$ cat src/rtl/dotprod_scheduler_if.sv
// Requester-side handshake between the gate/cell control logic and the shared
// dot_prod scheduler.
interface dotprod_scheduler_if #(
  parameter int NREQ           = 4,
  parameter int LAYER_BITWIDTH = 288
);
  logic [NREQ-1:0]           req;
  logic [NREQ-1:0]           ack;
  logic [NREQ-1:0]           done;
  logic [LAYER_BITWIDTH-1:0] resultData;
  logic                      timeoutErr;

  modport master (output req, input ack, input done, input resultData, input timeoutErr);
  modport slave  (input req, output ack, output done, output resultData, output timeoutErr);
endinterface

$ cat src/rtl/dotprod_scheduler.sv
// Round-robin scheduler sharing one dot_prod engine between NREQ requesters:
// grants, steers the weight bank, restarts the engine and returns its result.
module dotprod_scheduler #(
  parameter  int NREQ           = 4,
  parameter  int NROW           = 16,
  parameter  int QN             = 6,
  parameter  int QM             = 11,
  parameter  int TIMEOUT        = 255,
  localparam int BITWIDTH       = QN + QM + 1,
  localparam int LAYER_BITWIDTH = BITWIDTH * NROW,
  localparam int SEL_BITWIDTH   = $clog2(NREQ)
) (
  input  logic                      clk,
  input  logic                      reset,
  dotprod_scheduler_if.slave        sched,
  output logic                      engReset,
  output logic [SEL_BITWIDTH-1:0]   engSel,
  input  logic                      engDataReady,
  input  logic [LAYER_BITWIDTH-1:0] engOutput,
  output logic                      busy
);

  localparam int CNT_W = $clog2(TIMEOUT + 1);
  localparam logic [NREQ-1:0] ONE = NREQ'(1);

  typedef enum logic [2:0] {IDLE, GRANT, START, RUN, CAPTURE, DONE} state_t;

  state_t                    state;
  logic [SEL_BITWIDTH-1:0]   ptr;
  logic [CNT_W-1:0]          cnt;
  logic [NREQ-1:0]           ack_pulse;
  logic [NREQ-1:0]           done_pulse;
  logic [LAYER_BITWIDTH-1:0] result;
  logic                      timeout_flag;

  logic                      found;
  logic [SEL_BITWIDTH-1:0]   gsel;
  logic [SEL_BITWIDTH-1:0]   idx;

  always_comb begin
    found = 1'b0;
    gsel  = '0;
    idx   = '0;
    for (int unsigned i = 0; i < NREQ; i++) begin
      idx = ptr + SEL_BITWIDTH'(i);
      if (!found && sched.req[idx]) begin
        found = 1'b1;
        gsel  = idx;
      end
    end
  end

  // The winner is sampled in IDLE so the ack pulse is a register that is high
  // during GRANT; requests that vanish before sampling simply keep us in IDLE.
  always_ff @(posedge clk or negedge reset) begin
    if (!reset) begin
      state        <= IDLE;
      ptr          <= '0;
      cnt          <= '0;
      ack_pulse    <= '0;
      done_pulse   <= '0;
      result       <= '0;
      timeout_flag <= 1'b0;
      engReset     <= 1'b1;
      engSel       <= '0;
      busy         <= 1'b0;
    end else begin
      ack_pulse  <= '0;
      done_pulse <= '0;
      case (state)
        IDLE: begin
          if (found) begin
            state        <= GRANT;
            ack_pulse    <= ONE << gsel;
            engSel       <= gsel;
            ptr          <= gsel + SEL_BITWIDTH'(1);
            timeout_flag <= 1'b0;
            busy         <= 1'b1;
          end
        end
        GRANT: state <= START;
        START: begin
          state    <= RUN;
          cnt      <= '0;
          engReset <= 1'b0;
        end
        RUN: begin
          if (engDataReady) begin
            state    <= CAPTURE;
            engReset <= 1'b1;
          end else if (cnt == CNT_W'(TIMEOUT - 1)) begin
            state        <= DONE;
            engReset     <= 1'b1;
            timeout_flag <= 1'b1;
            result       <= '0;
          end else begin
            cnt <= cnt + CNT_W'(1);
          end
        end
        CAPTURE: begin
          result <= engOutput;
          state  <= DONE;
        end
        DONE: begin
          done_pulse <= ONE << engSel;
          state      <= IDLE;
          busy       <= 1'b0;
        end
        default: state <= IDLE;
      endcase
    end
  end

  assign sched.ack        = ack_pulse;
  assign sched.done       = done_pulse;
  assign sched.resultData = result;
  assign sched.timeoutErr = timeout_flag;

endmodule

$ cat src/flat_wrapper.sv
// flat-port wrapper written by rule: the top's interface ports become plain ports
module dotprod_scheduler_flat 
#(
  parameter  int NREQ           = 4,
  parameter  int NROW           = 16,
  parameter  int QN             = 6,
  parameter  int QM             = 11,
  parameter  int TIMEOUT        = 255,
  localparam int BITWIDTH       = QN + QM + 1,
  localparam int LAYER_BITWIDTH = BITWIDTH * NROW,
  localparam int SEL_BITWIDTH   = $clog2(NREQ)
)
  (clk, reset, engReset, engSel, engDataReady, engOutput, busy, sched_req, sched_ack, sched_done, sched_resultData, sched_timeoutErr);
  dotprod_scheduler_if #(.NREQ(NREQ), .LAYER_BITWIDTH((18 * 16))) sched_i ();
  input  logic clk;
  input  logic reset;
  output logic engReset;
  output logic [SEL_BITWIDTH-1:0] engSel;
  input  logic engDataReady;
  input  logic [LAYER_BITWIDTH-1:0] engOutput;
  output logic busy;
  input wire logic [$bits(sched_i.req)-1:0] sched_req;
  output wire logic [$bits(sched_i.ack)-1:0] sched_ack;
  output wire logic [$bits(sched_i.done)-1:0] sched_done;
  output wire logic [$bits(sched_i.resultData)-1:0] sched_resultData;
  output wire logic [$bits(sched_i.timeoutErr)-1:0] sched_timeoutErr;
  assign sched_i.req = sched_req;
  assign sched_ack = sched_i.ack;
  assign sched_done = sched_i.done;
  assign sched_resultData = sched_i.resultData;
  assign sched_timeoutErr = sched_i.timeoutErr;
  dotprod_scheduler #(.NREQ(NREQ), .NROW(NROW), .QN(QN), .QM(QM), .TIMEOUT(TIMEOUT)) u_core (.clk(clk), .reset(reset), .sched(sched_i), .engReset(engReset), .engSel(engSel), .engDataReady(engDataReady), .engOutput(engOutput), .busy(busy));
endmodule
$ cat config.mk
export PLATFORM = sky130hd
export DESIGN_NAME = dotprod_scheduler_flat
export DESIGN_NICKNAME = d
export VERILOG_FILES = /design/src/rtl/dotprod_scheduler_if.sv /design/src/rtl/dotprod_scheduler.sv /design/src/flat_wrapper.sv
export SDC_FILE = /design/constraint.sdc
export NUM_CORES = 1
export LEC_CHECK = 0
export BUFFER_PORTS_ARGS = -buffer_cell sky130_fd_sc_hd__buf_2
export CAP_MARGIN = 10
export CORE_AREA = 4 4 232 234
export DETAILED_ROUTE_END_ITERATION = 16
export DIE_AREA = 0 0 236 238
export SLEW_MARGIN = 30
export SYNTH_ARGS = -nofsm -noshare
export SYNTH_HDL_FRONTEND = slang
export SYNTH_SLANG_ARGS = --single-unit
$ cat constraint.sdc
create_clock -name clk -period 4.5 [get_ports clk]
set_input_delay 0.45 -clock clk [delete_from_list [all_inputs] [get_ports clk]]
set_output_delay 0.45 -clock clk [all_outputs]
set_load 0.02 [all_outputs]
; ---- Word-level counts from Yosys, hierarchy flattened
; Index checks and enable logic that the tools add are counted.
[classes]
shift = 2
reduce_logical = 18
order_cmp = 4
add_sub_neg = 5
mux = 37
n_eq_ne = 11
[op_table]
columns = operator, count
row1 = $mux 288, 2
row2 = $pmux 288 s2, 1
row3 = $mux 8, 2
row4 = $pmux 8 s2, 1
row5 = $pmux 3 s5, 1
row6 = $mux 1, 13
row7 = $lt 2x3->1 const B, 4
row8 = $mux 4, 3
row9 = $mux 3, 3
row10 = $add 8x1->8 const B, 1
row11 = $bmux 1 s2, 4
row12 = $eq 8x8->1 const B, 1
row13 = $mux 2, 4
row14 = $reduce_and 2->1, 4
row15 = $reduce_bool 2->1, 4
row16 = $shl 1x2->4 const A, 2
row17 = $eq 3x2->1 const B, 2
row18 = $eq 3x3->1 const B, 2
row19 = $pmux 1 s2, 3
row20 = $reduce_and 3->1, 2
row21 = $add 2x1->2 const B, 2
row22 = $add 2x2->2 const B, 2
row23 = $ne 2x1->1 const B, 2
row24 = $ne 2x2->1 const B, 2
row25 = other kinds (6), 10
[word_totals]
out_inout_bits = 301
ff_bits = 314
word_cells = 87
inputBits = 295

; ---- Longest topological paths before layout
[logic_depth]
depth_word = 15
mapped_depth = 6
ltp_nobuf = 6

; ---- Worst setup path before layout
; Ideal clock, no wire load.
[synth_timing]
path_type = input-to-reg
from = in sched_req[0]
to = reg u_core.ptr[1]
t_arrival_ns = 1.521
t_required_ns = 4.383
slack_ns = 2.862
path_stages = 5
n_path_buf = 0
setup_ns = 0.117
cell_sequence = nor4_1 > nor4_1 > ha_1 > nand2_1 > nand2_1
[synth_via]
elab_chain_len = 13
word_cells_on_any_way = 24
cone_classes = add/sub (1) / mux (16) / reduce/logical (7)
[synth_rtl]
columns = item, line_no
row1 = start: declaration, flat_wrapper.sv:22  ; input wire logic [$bits(sched_i.req)-1:0] sched_req;
row2 = $bmux 1 s2, dotprod_scheduler.sv:46  ; if (!found && sched.req[idx]) begin
row3 = $mux 1 (not written as such), dotprod_scheduler.sv:46
row4 = $mux 1, dotprod_scheduler.sv:46
row5 = $logic_not 1->1, dotprod_scheduler.sv:46
row6 = $logic_and 1x1->1, dotprod_scheduler.sv:46
row7 = $mux 1, dotprod_scheduler.sv:46
row8 = $logic_not 1->1, dotprod_scheduler.sv:46
row9 = $logic_and 1x1->1, dotprod_scheduler.sv:46
row10 = $mux 1, dotprod_scheduler.sv:46
row11 = $logic_not 1->1, dotprod_scheduler.sv:46
row12 = $logic_and 1x1->1, dotprod_scheduler.sv:46
row13 = $mux 2 (*), dotprod_scheduler.sv:46
row14 = net u_core.gsel[0], dotprod_scheduler.sv:37  ; logic [SEL_BITWIDTH-1:0] gsel;
row15 = $add 2x1->2 (*), dotprod_scheduler.sv:76  ; ptr <= gsel + SEL_BITWIDTH'(1);
row16 = end signal: assignment, dotprod_scheduler.sv:76
row17 = end: declaration, dotprod_scheduler.sv:29  ; logic [SEL_BITWIDTH-1:0] ptr;
; Mark *: on every way through the listed nets, which the timed path passes. The rest lies on a longest branch. The select of a mux whose other input is x is not followed.
; A chain may end at the register's enable or synchronous reset.

; ---- Worst setup path in the final report
[layout_timing]
from = reg u_core.state[1]
to = reg u_core.result[73] (netlist: u_core.sched.resultData[73])
[layout_via]
elab_chain_len = 3
word_cells_on_any_way = 7
cone_classes = eq/ne (4) / mux (1) / reduce/logical (2)
[layout_rtl]
columns = item, line_no
row1 = start: declaration, dotprod_scheduler.sv:28  ; state_t state;
row2 = start signal: assignment, dotprod_scheduler.sv:57  ; state <= IDLE;
row3 = start signal: assignment, dotprod_scheduler.sv:73  ; state <= GRANT;
row4 = start signal: assignment, dotprod_scheduler.sv:81  ; GRANT: state <= START;
row5 = $eq 3x2->1 or $eq 3x3->1 (tied branches), dotprod_scheduler.sv:70  ; case (state)
row6 = $ne 2x1->1 (no line) (tied with other cells), n/a
row7 = $reduce_and 3->1 (no line), n/a
row8 = end signal: assignment, dotprod_scheduler.sv:101  ; result <= engOutput;
row9 = end: declaration, dotprod_scheduler.sv:33  ; logic [LAYER_BITWIDTH-1:0] result;
; Several ways; a longest one is shown, not always the timed one.

==> reports/qor.csv <==
stage,metric,value,unit
status,status,"complete, no violations",
sta,worst setup margin,1.86,ns
cells_and_area,fillers,5322,
die,chip height,238,µm
placed_design,GPL Wtd Cong,0.834,
min_path,hold crit path type,primary input to asynchronous set/reset pin,
routing,drt pass-1 iters,5,
logic_synthesis,top-area cell type share of the netlist area,0.688,
routing,DR WL/cell,17.5,µm
sta,Worst-Margin Slew,0.882,ns
clock_tree,CTS Root Cell,clkbuf_16,
worst_setup_path,r2r endpoint,u_core.sched.resultData[73],
worst_setup_path,crit path capture,u_core.sched.resultData[73],
logic_synthesis,Post-synth EDFFs,0,
clock_tree,CTS tree,yes,
routing,Total Wirelength,36200,µm
clock_tree,Max clock buf depth,3,
sta,clk_skew,0.0150,ns
worst_setup_path,cell count along the critical path,5,
logic_synthesis,top cell type by total area after synthesis,dfrtp_1,
logic_synthesis,Synth cell types,40,
logic_synthesis,sequential share of the synthesized area,0.690,
die,Rows,84,
logic_synthesis,Ys Warns,0,
sta,final setup TNS,0,ns
worst_setup_path,"CP delay by family, top",compound AO/OA/AOI/OAI gates,
die,IO Count,596,
grt,Tot GR Track Use,0.120,
grt,first-pass GRT wire length,54900,µm
worst_setup_path,Buffers & Inverters on Critical Path,1,
worst_setup_path,crit start category,register,
sta,fin crit period,2.64,ns
clock_tree,H-tree Lvls,2,
logic_synthesis,Simple-Gate Fraction of Synth Area,0.0270,
sta,"Slew Viols, Final",0,
logic_synthesis,Syn Nets,1078,
grt,grt total ovfl,0,
sta,Max-slew headroom,0.407,
grt,vias in the first global route,9448,
logic_synthesis,area of the mapped netlist,11400,µm²
worst_setup_path,FF-to-FF path depth,5,
logic_synthesis,"top cells by count, synth","dfrtp_1, a22o_1, buf_2",
worst_setup_path,WP data arrival,3.08,ns
logic_synthesis,Synth Flop Type,dfrtp_1,
routing,routed vias/inst,4.42,
sta,Fmax achieved,379,MHz
worst_setup_path,Reg2Reg Setup Slack,1.86,ns
placed_design,Post-DP HPWL,25600,µm
logic_synthesis,multiplexer share of the synthesized area,0.00363,
logic_synthesis,post-synthesis compound-gate area fraction,0.242,
die,die area,56200,µm²
logic_synthesis,most common cell in the netlist,dfrtp_1,
worst_setup_path,crit-path cells,nand2b_1 > nor3_2 > a31oi_4 > buf_12 > a22o_1,
worst_setup_path,Crit. End Element,register,
worst_setup_path,"Max stage delay cell, worst path",a31oi_4,
routing,drt first-iter violations,508,
logic_synthesis,post-synthesis register bit count,314,
logic_synthesis,post-synthesis cell count,777,
pwr,Peak VDD IR,393,µV
routing,Residual DRC,0,
logic_synthesis,post-synthesis average cell area,14.7,µm²
worst_setup_path,Worst Path Required,4.94,ns
cells_and_area,Layout area overhead,43.3,%
die,Die Width,236,µm
pwr,pwr dens,771,nW/µm²
sta,RSZ-0062 raised after global routing,false,
clock_tree,post-CTS setup buffer count,0,
clock_tree,CTS resizes,0,
worst_setup_path,CP max FO,114,
sta,Fin. Hold Viols,0,
grt,largest net degree at the start of global routing,148,
logic_synthesis,share of synthesized registers carrying an async set or reset,1.00,
sta,Final setup viols,0,
logic_synthesis,Area contributors post-synth,"dfrtp_1, a22o_1, buf_2",
worst_setup_path,critical path startpoint,u_core.state[1],
sta,Tcrit/Tclk final,0.586,
cells_and_area,Nets,1655,
clock_tree,CTS Buf Count,36,
worst_setup_path,reg2reg start,u_core.state[1],
clock_tree,hold buffer count at CTS,0,
cells_and_area,share of layout cells above drive strength 1,0.488,
logic_synthesis,adder-cell share of the synthesized area,0.00659,
clock_tree,Clock transition at path regs,0.06,ns
die,initial core utilization,0.219,
routing,via count,9149,
logic_synthesis,largest family of logic cells by synthesized area,compound AO/OA/AOI/OAI gates,
placed_design,pre-CTS setup slack,1.89,ns
clock_tree,"Clk Latency, worst-skew pair",0.52,ns
placed_design,port bufs,595,
grt,initial antenna violation count,1,
worst_setup_path,CP Class,register to register,
routing,Detail Route Antenna Nets,0,
pwr,P_leak,8.88,nW
job,Max Cap Viol,0,
die,CORE AREA,52000,µm²
worst_setup_path,slowest cell delay on critical path,0.70,ns
logic_synthesis,Post-Synth XOR/XNOR Area,0,
clock_tree,clock sinks,314,
==> layout by cell type, fill, tap and decap left out, drive strengths merged, types with 6 or more instances in the layout <==
cell,instances
inv,9
nor2,9
a21oi,11
dfrtp,313
nand2,11
buf,605
ha,6
o21ai,12
clkbuf,52
a22o,289
==> registers in the layout, indices dropped and copies added (netlist names) <==
| signal | cells |
|---|---|
| u_core.busy | 1 |
| u_core.cnt | 8 |
| u_core.engReset | 1 |
| u_core.engSel | 2 |
| u_core.ptr | 2 |
| u_core.sched.ack | 4 |
| u_core.sched.done | 4 |
| u_core.sched.resultData | 288 |
| u_core.sched.timeoutErr | 1 |
| u_core.state | 3 |
==> cells by family (layout without fill, tap and decap cells) <==
kind of cell,Yosys count,count (layout)
other,0,1
adder cells (fa/ha/maj),6,6
AND/OR/NAND/NOR,55,55
buffers and inverters,74,676
flip-flops,314,314
multiplexers,4,4
AO/OA/AOI/OAI,324,324
==> final cells by class <==
type	count	area [µm²]	area share
tap	688	861	0.0527
clock inverter	11	143	0.00874
inverter	8	30.0	0.00184
antenna	1	2.50	0.000153
sequential	314	7860	0.481
multi-input combinational	389	3190	0.195
timing repair buffer	605	3150	0.193
clock buffer	52	1090	0.0669
==> per-layer routing <==
| layer | up-vias | wire length [µm] | global-route usage |
|---|---|---|---|
| met3 | 45 | 2320 | 0.0289 |
| met4 | 0 | 811 | 0.0372 |
| met5 | - | 0 | 0 |
| met1 | 4593 | 14700 | 0.151 |
| met2 | 370 | 18300 | 0.204 |
| li1 | 4141 | - | - |
==> power by group <==
group	internal, mW	switching, mW	total [mW]
combinational	1.91	2.90	4.81
clock	1.86	1.14	3.00
sequential	4.03	0.746	4.78
==> worst min path at each step <==
stage / from / end / slack, ns
global route: reset / u_core.sched.resultData[267] / 0.05
floorplan: reset / u_core.busy / 0.15
finish: reset / u_core.sched.resultData[287] / 0.007
CTS: reset / u_core.sched.resultData[257] / 0.02
detailed placement: u_core.sched.resultData[111] / u_core.sched.resultData[111] / 0.48
global placement: u_core.sched.resultData[94] / u_core.sched.resultData[94] / 0.48
==> through the flow <==
| step | total power, mW | instances | hold slack, ns | util | area, µm² |
|---|---|---|---|---|---|
| floorplan | 7.69 | 777 | 0.154 | - | 11400 |
| global placement | 9.57 | 2004 | 0.477 | 0.290 | 15100 |
| detailed placement | 9.65 | 2004 | 0.477 | 0.290 | 15100 |
| CTS | 12.8 | 2067 | 0.0180 | 0.314 | 16300 |
| global route | 13.3 | 2068 | 0.0455 | 0.314 | 16300 |
| finish | 12.6 | 2068 | 0.00673 | 0.314 | 16300 |
Note: power is estimated with default switching activity, not from simulation.
